[src/rtl/ll_walker.sv]
// ll_walker: linked-list pointer walker with a writable next-pointer table.
// Accepts list head pointers on a valid/ready port and streams every node of
// each list, one per beat, with a last-node marker and gapless chaining of
// back-to-back lists. Node 0 is the terminator and is never emitted.
//
// Optional feature: define LL_HOP_LIMIT_EN to bound every list to MAX_HOPS
// nodes. A list cut short by the limit gets out_last forced on its final beat
// and raises the sticky err_loop flag. Without the macro, err_loop is tied to 0.
module ll_walker #(
    parameter int N        = 256,
    parameter int W_PTR    = $clog2(N),
    parameter int MAX_HOPS = 64
) (
    input  logic             clk,
    input  logic             rst_n,
    input  logic             wr_en,
    input  logic [W_PTR-1:0] wr_addr,
    input  logic [W_PTR-1:0] wr_next,
    input  logic [W_PTR-1:0] start,
    input  logic             start_vld,
    output logic             start_rdy,
    output logic [W_PTR-1:0] out_ptr,
    output logic             out_vld,
    input  logic             out_rdy,
    output logic             out_last,
    output logic             err_loop
);

    // Next-pointer table: one W_PTR entry per node, entry 0 pinned to 0.
    logic [W_PTR-1:0] next_q [N];
    logic [W_PTR-1:0] next_d [N];

    // Output register.
    logic [W_PTR-1:0] out_ptr_q, out_ptr_d;
    logic             out_vld_q, out_vld_d;
    logic             out_last_q, out_last_d;

    // Walk control.
    logic             adv;         // output register may load this cycle
    logic             walk_done;   // current beat ends its list early (hop limit)
    logic [W_PTR-1:0] nxt;         // successor of the beat being held
    logic             take_start;  // a new list head is accepted this cycle
    logic [W_PTR-1:0] cur;         // pointer loaded into the output register
    logic [W_PTR-1:0] cur_next;    // table entry of cur, sampled at load time
    logic [W_PTR-1:0] held_next;   // table entry of the beat being held

    // Table reads are combinational; out-of-range pointers read as terminator.
    assign held_next = (int'(out_ptr_q) < N) ? next_q[out_ptr_q] : '0;
    assign cur_next  = (int'(cur) < N) ? next_q[cur] : '0;

    assign adv        = !out_vld_q || out_rdy;
    assign nxt        = (out_vld_q && !walk_done) ? held_next : '0;
    assign start_rdy  = adv && (nxt == '0);
    assign take_start = start_rdy && start_vld;
    assign cur        = take_start ? start : nxt;

    // Table write: entry 0 stays 0; the read path sees the old value until the edge.
    always_comb begin
        // NOTE: every always_comb output gets a full default first, so no path can infer a latch.
        next_d = next_q;
        if (wr_en && wr_addr != '0 && int'(wr_addr) < N) begin
            next_d[wr_addr] = wr_next;
        end
    end

    // Table storage; reset empties every list.
    always_ff @(posedge clk or negedge rst_n) begin
        if (!rst_n) begin
            // NOTE: the table is flop-based, so it can be (and must be) cleared by reset; a RAM could not.
            for (int i = 0; i < N; i++) begin
                next_q[i] <= '0;
            end
        end else begin
            next_q <= next_d;
        end
    end

`ifdef LL_HOP_LIMIT_EN
    localparam int W_HOP = $clog2(MAX_HOPS + 1);

    logic [W_HOP-1:0] hop_q, hop_d;
    logic             term_q, term_d;
    logic             err_q, err_d;
    logic             hop_cut;

    assign walk_done = term_q;
    assign err_loop  = err_q;

    // Hop counting: 1 on a head load, saturating +1 on each follow-on load.
    always_comb begin
        hop_d   = hop_q;
        term_d  = term_q;
        err_d   = err_q;
        hop_cut = 1'b0;
        if (adv) begin
            term_d = 1'b0;
            if (cur != '0) begin
                if (take_start) begin
                    hop_d = W_HOP'(1);
                end else if (hop_q != {W_HOP{1'b1}}) begin
                    hop_d = hop_q + W_HOP'(1);
                end
                if (hop_d == W_HOP'(MAX_HOPS) && cur_next != '0) begin
                    hop_cut = 1'b1;
                    term_d  = 1'b1;
                    err_d   = 1'b1;
                end
            end
        end
    end

    // Hop counter, early-termination marker and sticky loop error.
    always_ff @(posedge clk or negedge rst_n) begin
        if (!rst_n) begin
            hop_q  <= '0;
            term_q <= 1'b0;
            err_q  <= 1'b0;
        end else begin
            hop_q  <= hop_d;
            term_q <= term_d;
            err_q  <= err_d;
        end
    end
`else
    logic hop_cut;

    assign hop_cut   = 1'b0;
    assign walk_done = 1'b0;
    assign err_loop  = 1'b0;
`endif

    // Output register next state: load on adv, hold while stalled.
    always_comb begin
        out_ptr_d  = out_ptr_q;
        out_vld_d  = out_vld_q;
        out_last_d = out_last_q;
        if (adv) begin
            out_ptr_d  = cur;
            out_vld_d  = (cur != '0);
            out_last_d = (cur != '0) && ((cur_next == '0) || hop_cut);
        end
    end

    // Output register.
    always_ff @(posedge clk or negedge rst_n) begin
        if (!rst_n) begin
            out_ptr_q  <= '0;
            out_vld_q  <= 1'b0;
            out_last_q <= 1'b0;
        end else begin
            // NOTE: state updates use non-blocking assignments so every flop samples pre-edge values.
            out_ptr_q  <= out_ptr_d;
            out_vld_q  <= out_vld_d;
            out_last_q <= out_last_d;
        end
    end

    assign out_ptr  = out_ptr_q;
    assign out_vld  = out_vld_q;
    assign out_last = out_last_q;

endmodule

[config.mk]
export PLATFORM = sky130hd
export DESIGN_NAME = ll_walker
export DESIGN_NICKNAME = d
export VERILOG_FILES = /design/src/rtl/ll_walker.sv
export SDC_FILE = /design/constraint.sdc
export NUM_CORES = 2
export LEC_CHECK = 0
export BUFFER_PORTS_ARGS = -buffer_cell sky130_fd_sc_hd__buf_2
export CAP_MARGIN = 20
export CORE_ASPECT_RATIO = 1.5
export CORE_MARGIN = 5
export CORE_UTILIZATION = 45
export DETAILED_ROUTE_END_ITERATION = 10
export HOLD_SLACK_MARGIN = 0.05
export SYNTH_ARGS = -nofsm -noshare
export SYNTH_HDL_FRONTEND = slang
export SYNTH_SLANG_ARGS = --single-unit
export TNS_END_PERCENT = 5
[constraint.sdc]
create_clock -name clk -period 7.52 [get_ports clk]
set_input_delay 1.128 -clock clk [delete_from_list [all_inputs] [get_ports clk]]
set_output_delay 1.128 -clock clk [all_outputs]
set_load 0.03 [all_outputs]
==> impl_metrics.py <==
metrics = {
    "cells_and_area": {
        "drive_gt1_share_pct": 41.1,
        "regArea_um2": 51500,
        "final_util_pct": 50.7,
        "nets": 8394,
        "final_cells": 11655,
        "nFillCells": 20504,
        "syn2layout_area_growth_pct": 12.4,
        "multi_input_area_um2": 52100,
    },
    "sta": {
        "period_share_pct": 102,
        "fin_setup_tns_ns": -0.179,
        "max_freq_mhz": 130,
        "worstMarginPinSlew_ns": 1.26,
        "slew_violations": 0,
        "rsz0062_at_grt": "no",
        "relSlewSlack_pct": 15.6,
        "hold_viol": 0,
        "clock_skew_ns": 0.0523,
        "post-route-min-period_ns": 7.70,
        "setup_slack_ns": -0.179,
        "finalSetupViolations": 1,
    },
    "yosys": {
        "synth_top_family_by_area": "multiplexers",
        "syn-cell-area_um2": 107000,
        "synthArstFlopShare_pct": 100,
        "synth-xor-area-share_pct": 0,
        "synth_top_cell_by_area": "dfrtp_1",
        "synth-compound-area-share_pct": 6.80,
        "synth_edf_count": 0,
        "ys_warn_count": 0,
        "synth-seq-cells": 2058,
        "synth_cell_types": 99,
        "yosysSeqAreaShare_pct": 48.2,
        "syn_avg_cell_area_um2": 12.9,
        "yosys.area.top_type_share_pct": 48.2,
        "synthMuxAreaShare_pct": 34.1,
        "synth_ff_type": "dfrtp_1",
        "syn-num-nets": 8326,
        "synthTopCellsByArea": "dfrtp_1, mux2_2, mux4_2",
        "synth_cells": 8297,
        "synthSimpleGateAreaFrac_pct": 7.71,
        "synth_fa_ha_area_share_pct": 0,
    },
    "global_route": {
        "grt_pass1_vias": 80498,
        "grt_pass1_wl_um": 615000,
        "track_usage_pct": 34.3,
        "antenna_found_initial": 42,
        "grt_max_degree": 187,
        "overflow": 0,
    },
    "routing": {
        "drtAntennaViolNets": 0,
        "drt_iter0_markers": 9111,
        "dr.pass1.iters": 6,
        "vias": 80128,
        "wl_per_cell_um": 37.1,
        "drc_errors": 0,
        "via_per_inst": 6.87,
        "finalWirelength_um": 433000,
    },
    "power_and_ir_drop": {
        "power.density_nw_per_um2": 431,
        "leakage_nw": 54.9,
        "power_frac_seq_pct": 23.8,
        "p_int_mw": 27.6,
        "clkPwrFrac_pct": 22.0,
        "p_sw_mw": 24.0,
        "ir_worst_vdd_uv": 509,
        "combPwrFrac_pct": 54.2,
        "finalPower_mw": 51.7,
        "swShare_pct": 46.5,
    },
    "critical_path": {
        "critPathSlowestCell": "a311oi_1",
        "reg2regPathDepth": 20,
        "required_ns": 8.35,
        "crit_buf_inv": 5,
        "path_class": "flop to flop",
        "crit_top_cell": "buf_4",
        "critPathTopFamily": "compound AO/OA/AOI/OAI gates",
        "max_stage_delay_ns": 1.05,
        "end_kind": "flop",
        "crit_chain": "buf_4 -> buf_4 -> nor2_1 -> buf_4 -> a22oi_1 -> a21oi_1 -> a311o_1 -> a311oi_1 -> o211ai_4 -> and4_1 -> buf_4 -> and3_1 -> a21boi_4 -> buf_4 -> nand2_1 -> or4b_1 -> nor4_1 -> nand3_1 -> a41oi_1 -> o32a_1",
        "start_kind": "flop",
        "critPathMaxFanout": 21,
        "cp.arrival_ns": 8.52,
        "r2r-start": "out_ptr[2]",
        "r2r_setup_slack_ns": -0.18,
        "r2r-end": "out_last",
    },
    "floorplan": {
        "floorplan.initialDensity_pct": 45.1,
        "die_area_um2": 247000,
        "ios": 41,
        "die_h_um": 607,
        "die_w_um": 408,
        "coreArea_um2": 237000,
        "rows": 219,
    },
    "outcome": {
        "status": "finished with violations",
        "violations": "setup timing",
    },
    "placed_design": {
        "hpwl_um": 296000,
        "port_buffers": 39,
        "place_congestion": 0.996,
        "pre_cts_slack_ns": -0.709,
        "dp.cells": 11232,
    },
    "clock_tree": {
        "cts_buffer_depth": 4,
        "cts.clk_slew.worst_paths_ns": 0.06,
        "root_buffer": "clkbuf_16",
        "clkSinkCount": 2058,
        "clkLatencyLatePin_ns": 0.89,
        "cts-buffers-inserted": 207,
        "tritoncts": "done",
        "htreeDepth": 4,
    },
    "hold_path": {
        "hold_class": "primary input to async pin",
    },
    "run": {
        "maxCapViolations": 0,
    },
}
## power groups by stage
stage,logic (mW),registers (mW),clock network (mW)
after global routing,28.2,12.3,11.9
after floorplan,13.7,12.2,0
after global placement,26.6,12.5,0
final,28.0,12.3,11.4
after detailed placement,26.6,12.5,0
after CTS,26.8,12.3,11.5
## layout by cell type (no fill, tap or decap), drive strengths merged, types with 14 or more instances in the layout
cell	Yosys	layout
a221oi	33	33
mux4	440	440
a21oi	158	158
a311oi	16	16
a22o	14	14
or4	31	31
a2111oi	19	19
nor2	480	480
o2111ai	14	14
a41oi	14	14
a31oi	64	64
nor3	157	157
nor4	160	160
a32oi	40	40
o41ai	27	27
a211oi	51	51
nand3	95	95
o22ai	38	38
or3	123	123
clkbuf	366	305
nand2	525	525
nand2b	22	22
dfrtp	2058	2058
buf	296	513
bufinv	0	31
and3	34	34
clkinv	3	39
a22oi	84	84
o21ai	152	152
diode	0	33
o31ai	24	24
mux2	2114	2114
o211ai	32	32
o311ai	88	88
nor2b	34	34
and2	23	23
a211o	23	23
mux2i	264	264
nand4	22	22
## registers in the layout (all words and copies together), names as in the netlist
signal,count
next_q,2048
out_ptr,8
out_last,1
out_vld,1
## how the worst max path moves through the flow
stage / depth (start not counted) / from / end / slack [ns]
floorplan: 19 / out_ptr[2] / out_last / 2.19
detailed placement: 22 / out_ptr[0] / out_last / -0.71
global route: 25 / out_ptr[0] / out_last / 0.009
global placement: 22 / out_ptr[0] / out_last / -0.78
CTS: 24 / out_ptr[2] / out_last / 0.08
finish: 20 / out_ptr[2] / out_last / -0.18
## metal layers
metal,vias to the layer above,GRT usage [%],part of all wire (%)
met5,-,0.387,0.022
met4,16,26.7,9.7
met3,1545,8.57,9.1
met2,4738,54.0,46
met1,42120,40.4,35
li1,31709,-,-
## synth_stat cells (37+ instances only)
library cell / count
a31oi_1: 63
nor4_1: 160
nand2_1: 525
buf_2: 153
o22ai_1: 37
o311ai_0: 82
nor3_1: 157
a22oi_1: 84
or3_1: 123
buf_4: 78
nor2_1: 478
o21ai_0: 139
mux4_2: 437
clkbuf_1: 365
a211oi_1: 51
mux2_2: 2113
nand3_1: 95
a21oi_1: 158
buf_6: 42
dfrtp_1: 2058
a32oi_1: 40
mux2i_1: 264
## what timing repair did
item,CTS,global route
setup buffers,8,8
pin swaps,1,1
hold buffers,0,0
resized for setup,7,8
setup endpoints to repair,2,1
## cells by family (layout without fill, tap and decap cells)
logic type,count (synthesis),count (layout)
muxes,2818,2818
DFF,2058,2058
and+or+nand+nor,1744,1744
AOI/OAI and AO/OA,1002,1002
buffers and inverters,674,905
other,1,34
## cell type report
| class | count | share of cell area, % |
|---|---|---|
| Multi-Input combinational cell | 5565 | 43.5 |
| Sequential cell | 2058 | 42.9 |
| Clock buffer | 297 | 5.06 |
| Timing Repair Buffer | 521 | 4.19 |
| Tap cell | 3094 | 3.23 |
| Clock inverter | 75 | 1.01 |
| Antenna cell | 33 | 0.0688 |
| Inverter | 12 | 0.0407 |
## stage by stage
step / hold WS, ns / area [um^2]
floorplan: 0.439 / 107000
global placement: 0.378 / 112000
detailed placement: 0.389 / 112000
CTS: 0.289 / 120000
global route: 0.331 / 120000
finish: 0.280 / 120000
No activity file was read; power rests on OpenSTA's default activity.
